==> config.mk <==
export PLATFORM = sky130hd
export DESIGN_NAME = acc16_sat
export DESIGN_NICKNAME = d
export VERILOG_FILES = /design/src/rtl/acc16_pkg.sv /design/src/rtl/add16_flags.sv /design/src/rtl/acc16_sat.sv
export SDC_FILE = /design/constraint.sdc
export NUM_CORES = 1
export LEC_CHECK = 0
export BUFFER_PORTS_ARGS = -buffer_cell sky130_fd_sc_hd__buf_2
export CAP_MARGIN = 10
export CORE_MARGIN = 4
export CORE_UTILIZATION = 49
export DETAILED_ROUTE_END_ITERATION = 6
export GPL_ROUTABILITY_DRIVEN = 0
export PLACE_DENSITY_LB_ADDON = 0.3
export SLEW_MARGIN = 10
export SYNTH_ARGS = -nofsm -noshare
export SYNTH_HDL_FRONTEND = slang
export SYNTH_SLANG_ARGS = --single-unit
==> constraint.sdc <==
create_clock -name clk -period 9.09 [get_ports clk]
set_input_delay 1.3635 -clock clk [delete_from_list [all_inputs] [get_ports clk]]
set_output_delay 1.3635 -clock clk [all_outputs]
set_load 0.01 [all_outputs]
==> src/rtl/acc16_pkg.sv <==
// Shared constants and opcode encoding for the 16-bit saturating accumulator.
package acc16_pkg;

    localparam int WIDTH = 16;

    typedef enum logic [1:0] {
        OP_LOAD  = 2'b00,
        OP_ADD   = 2'b01,
        OP_SUB   = 2'b10,
        OP_CLEAR = 2'b11
    } op_e;

    localparam logic [WIDTH-1:0] SAT_POS = 16'h7FFF;
    localparam logic [WIDTH-1:0] SAT_NEG = 16'h8000;

endpackage

==> src/rtl/add16_flags.sv <==
// Combinational adder returning sum, carry-out and signed overflow.
// The sum is split at the MSB so the carry into the sign bit is visible.
module add16_flags
    import acc16_pkg::*;
#(
    parameter int W = WIDTH
) (
    input  logic [W-1:0] a,
    input  logic [W-1:0] b,
    input  logic         cin,
    output logic [W-1:0] sum,
    output logic         cout,
    output logic         ovf
);

    logic [W-1:0] low_s;
    logic         c_msb_s;
    logic         msb_s;
    logic         cout_s;

    assign low_s         = {1'b0, a[W-2:0]} + {1'b0, b[W-2:0]} + {{(W-1){1'b0}}, cin};
    assign c_msb_s       = low_s[W-1];
    assign {cout_s, msb_s} = {1'b0, a[W-1]} + {1'b0, b[W-1]} + {1'b0, c_msb_s};

    assign sum  = {msb_s, low_s[W-2:0]};
    assign cout = cout_s;
    assign ovf  = c_msb_s ^ cout_s;

endmodule

==> src/rtl/acc16_sat.sv <==
// Registered 16-bit accumulator with LOAD/ADD/SUB/CLEAR, optional saturation,
// sticky overflow and a single-slot valid/ready output register.
module acc16_sat
    import acc16_pkg::*;
#(
    parameter int WIDTH = acc16_pkg::WIDTH
) (
    input  logic             clk,
    input  logic             rst_n,
    input  logic             in_valid,
    output logic             in_ready,
    input  logic [WIDTH-1:0] in_data,
    input  logic [1:0]       in_op,
    input  logic             sat_en,
    output logic             out_valid,
    input  logic             out_ready,
    output logic [WIDTH-1:0] acc_out,
    output logic             cout_out,
    output logic             ovf_out,
    output logic             ovf_sticky,
    input  logic             ovf_clr
);

    logic [WIDTH-1:0] acc_r, acc_d_s;
    logic             cout_r, cout_d_s;
    logic             ovf_r, ovf_d_s;
    logic             sticky_r, sticky_d_s;
    logic             valid_r, valid_d_s;

    logic             accept_s;
    logic [WIDTH-1:0] data_s;
    op_e              op_s;
    logic             is_sub_s;
    logic [WIDTH-1:0] add_b_s;
    logic [WIDTH-1:0] add_sum_s;
    logic             add_cout_s;
    logic             add_ovf_s;
    logic             op_ovf_s;

    assign in_ready = ~valid_r | out_ready;
    assign accept_s = in_valid & in_ready;

    // Operands are masked while idle so undriven inputs never reach the adder.
    assign data_s   = in_valid ? in_data : {WIDTH{1'b0}};
    assign op_s     = in_valid ? op_e'(in_op) : OP_LOAD;
    assign is_sub_s = (op_s == OP_SUB);
    assign add_b_s  = is_sub_s ? ~data_s : data_s;

    add16_flags #(.W(WIDTH)) u_add (
        .a    (acc_r),
        .b    (add_b_s),
        .cin  (is_sub_s),
        .sum  (add_sum_s),
        .cout (add_cout_s),
        .ovf  (add_ovf_s)
    );

    // Next-state: opcode mux, saturation, handshake and sticky flag.
    always_comb begin
        acc_d_s   = acc_r;
        cout_d_s  = cout_r;
        ovf_d_s   = ovf_r;
        valid_d_s = valid_r;
        op_ovf_s  = 1'b0;
        if (accept_s) begin
            valid_d_s = 1'b1;
            case (op_s)
                OP_LOAD: begin
                    acc_d_s  = data_s;
                    cout_d_s = 1'b0;
                    ovf_d_s  = 1'b0;
                end
                OP_ADD, OP_SUB: begin
                    op_ovf_s = add_ovf_s;
                    cout_d_s = add_cout_s;
                    ovf_d_s  = add_ovf_s;
                    if (sat_en && add_ovf_s) begin
                        acc_d_s = acc_r[WIDTH-1] ? SAT_NEG : SAT_POS;
                    end else begin
                        acc_d_s = add_sum_s;
                    end
                end
                OP_CLEAR: begin
                    acc_d_s  = {WIDTH{1'b0}};
                    cout_d_s = 1'b0;
                    ovf_d_s  = 1'b0;
                end
                default: begin
                    acc_d_s  = acc_r;
                    cout_d_s = cout_r;
                    ovf_d_s  = ovf_r;
                end
            endcase
        end else if (out_ready) begin
            valid_d_s = 1'b0;
        end else begin
            valid_d_s = valid_r;
        end
        sticky_d_s = (sticky_r & ~ovf_clr) | op_ovf_s;
    end

    // State registers; reset discards any in-flight result.
    always_ff @(posedge clk or negedge rst_n) begin
        if (!rst_n) begin
            acc_r    <= {WIDTH{1'b0}};
            cout_r   <= 1'b0;
            ovf_r    <= 1'b0;
            sticky_r <= 1'b0;
            valid_r  <= 1'b0;
        end else begin
            acc_r    <= acc_d_s;
            cout_r   <= cout_d_s;
            ovf_r    <= ovf_d_s;
            sticky_r <= sticky_d_s;
            valid_r  <= valid_d_s;
        end
    end

    assign acc_out    = acc_r;
    assign cout_out   = cout_r;
    assign ovf_out    = ovf_r;
    assign ovf_sticky = sticky_r;
    assign out_valid  = valid_r;

endmodule
==> impl_metrics.py <==
metrics = {
    "outcome": {
        "outcome": "finished clean",
    },
    "setup_path": {
        "startpoint_type": "input pin",
        "criticalPathCategory": "input pin to flip-flop",
        "cp_data_required_time_ps": 9240,
        "worst-path-buf-inv": 1,
        "path_cells": "buf_2 > and2_1 > ha_1 > xnor2_1 > ha_1 > nand2_1 > nor3_1 > a21o_1 > nor2_4 > o21ai_2 > fa_1 > nor2b_1 > nand2_1 > o21ai_0 > nor2_1 > a21oi_1 > a31o_1",
        "max_stage_delay_ps": 780,
        "r2r_setup_slack_ps": 5630,
        "cp_top_family": "simple AND/OR/NAND/NOR gates",
        "endpoint_kind": "flip-flop",
        "path_max_fanout": 21,
        "cp.arrival_ps": 5860,
        "crit_slowest_cell": "ha_1",
    },
    "pwr": {
        "powerDensity_nw_per_um2": 189,
        "ir_drop_mv": 0.0953,
        "p_leak_nw": 1.05,
        "power_uw": 434,
    },
    "finish": {
        "layout.nets": 338,
        "design_area_sq_um": 2290,
        "post-route-util": 0.572,
        "layout_common_cells": "nand2_1, buf_2, nor2_1",
        "n_antenna_cell": 0,
        "final_common_cell": "nand2_1",
        "fin_cells": 342,
        "drive_above_1_share": 0.182,
        "area_growth_pct": 13.3,
    },
    "die": {
        "die_y_microns": 72.2,
        "die_area_sq_um": 5220,
        "initial_core_util": 0.505,
        "die_w_microns": 72.2,
        "io_pins": 45,
        "rows": 23,
        "core_sq_um": 4000,
    },
    "clock_tree": {
        "htreeDepth": 1,
        "root_buffer": "clkbuf_8",
        "post-cts-setup-buffers": 0,
        "clockBufferDepth": 2,
        "cts.sinks": 20,
        "clock_latency_ps": 260,
        "ctsHoldBuffers": 0,
        "numCtsBuffers": 3,
        "cts_tree": "yes",
        "path_clk_slew_ps": 70,
        "cts_resized": 0,
    },
    "sta": {
        "fin_setup_tns_ps": 0,
        "finalSetupViolCount": 0,
        "period_needed_ps": 5700,
        "slew_headroom": 0.385,
        "fin_crit_sh": 0.627,
        "slew_viol_final": 0,
        "worst_pin_slew_ps": 923,
        "hold_viol": 0,
        "rsz0062_at_grt": "no",
        "clock.fmax_mhz": 175,
        "clock-skew-final_ps": 1.15,
    },
    "logic_synthesis": {
        "synth_cells": 257,
        "synth_xor_area_frac": 0.126,
        "yosys.area.top_type_share": 0.248,
        "yosys_warnings": 0,
        "synthArstFlopShare": 1.00,
        "netlist_top_cells_area": "dfrtp_1, ha_1, xnor2_1, nand2_1, nor2_1",
        "synthesis.area_sq_um": 2020,
        "ys.flop_type": "dfrtp_1",
        "synthSimpleGateAreaFrac": 0.222,
        "synth.largest_area_cell": "dfrtp_1",
        "ys_seq_area_frac": 0.248,
        "synth_edf_count": 0,
        "synth_top_family_by_area": "compound AO/OA/AOI/OAI gates",
        "ys_ff_latch": 20,
        "synth-compound-area-share": 0.224,
        "synth_fa_ha_area_frac": 0.131,
        "synth_cell_type_count": 47,
        "postSynthAreaPerCell_sq_um": 7.86,
        "synth_fp_nets": 301,
        "muxShareOfSynthArea": 0.00991,
    },
    "routing": {
        "remaining_drc_errors": 0,
        "first_iter_violations": 102,
        "vias": 1934,
        "dr.pass1.iters": 4,
        "wirelength_microns": 5000,
        "wl_per_cell_microns": 14.6,
        "via_per_inst": 5.65,
        "antenna_left": 0,
    },
    "global_route": {
        "grt_pass1_vias": 1833,
        "overflow": 0,
        "grt_use_total": 0.201,
        "grt_pass1_wl_microns": 8370,
        "grt_max_degree": 22,
        "antenna_found_initial": 0,
    },
    "worst_hold_path": {
        "hp-class": "flip-flop to flip-flop",
    },
    "placed_design": {
        "dp_hpwl_microns": 3760,
        "placed_area_sq_um": 2250,
        "io_buffers": 44,
        "dp.cells": 339,
    },
    "job": {
        "cap_violations": 0,
    },
}
==> worst register-to-register path, cell delays in order, from the launching register on <==
cell	delay, ps
dfrtp_1	420
ha_1	370
nand2_1	100
nor3_1	190
a21o_1	220
nor2_4	60
o21ai_2	290
fa_1	330
nor2b_1	130
nand2_1	90
o21ai_0	70
nor2_1	710
a21oi_1	140
a31o_1	230
==> cells in the mapped netlist (3+ instances only) <==
cell type,n
o21ai_1,4
xnor2_1,23
nand3_1,6
xor2_1,6
ha_1,18
dfrtp_1,20
o21ai_0,7
inv_1,7
nand2_1,52
clkbuf_1,8
a21o_1,3
nor3_1,4
o22ai_1,4
nor2_1,25
a21oi_1,17
a31oi_1,12
==> stage by stage <==
stage | setup slack [ps] | hold slack, ps
3_5_place_dp | 3100 | 464
2_1_floorplan | 3550 | 507
5_1_grt | 2990 | 514
4_1_cts | 3370 | 488
6_report | 3390 | 481
3_3_place_gp | 3230 | 451
==> cells by family (layout without fill, tap and decap cells) <==
group,count (synthesis),in the layout
buffers and inverters,19,54
XOR/XNOR,29,29
flip-flops,20,20
AO/OA/AOI/OAI,64,64
multiplexers,2,2
adder cells (fa/ha/maj),20,20
AND/OR/NAND/NOR,103,103
==> where the power goes <==
| group | internal [mW] | switching, mW | total (mW) |
|---|---|---|---|
| combinational | 0.104 | 0.147 | 0.251 |
| clock | 0.0296 | 0.0305 | 0.0601 |
| sequential | 0.106 | 0.0160 | 0.122 |
| total | 0.240 | 0.194 | 0.434 |
==> state kept, by name, indices dropped and copies added (netlist names) <==
register / flops
ovf_sticky: 1
out_valid: 1
ovf_out: 1
cout_out: 1
acc_out: 16
==> final timing paths <==
path	from	depth (start not counted)	endpoint
max	in_valid	17	acc_out[14]
min	cout_out	2	cout_out
max reg2reg	acc_out[5]	13	acc_out[14]
min reg2reg	cout_out	2	cout_out
max in group asynchronous	rst_n	1	acc_out[5]
min in group asynchronous	rst_n	1	acc_out[9]
==> area by class of cell <==
cell class | count | area, sq um
fill | 399 | 1710
multi-input combinational | 218 | 1440
sequential | 20 | 500
timing repair buffer | 44 | 220
tap | 50 | 62.6
clock buffer | 3 | 41.3
inverter | 7 | 26.3
==> routing by layer <==
metal | vias up | GRT usage | wire length [microns]
li1 | 970 | - | -
met1 | 893 | 0.272 | 2350
met4 | 0 | 0.0626 | 64
met5 | - | 0 | 0
met3 | 7 | 0.0305 | 332
met2 | 64 | 0.328 | 2250
Power figures use the tool's default switching activity.
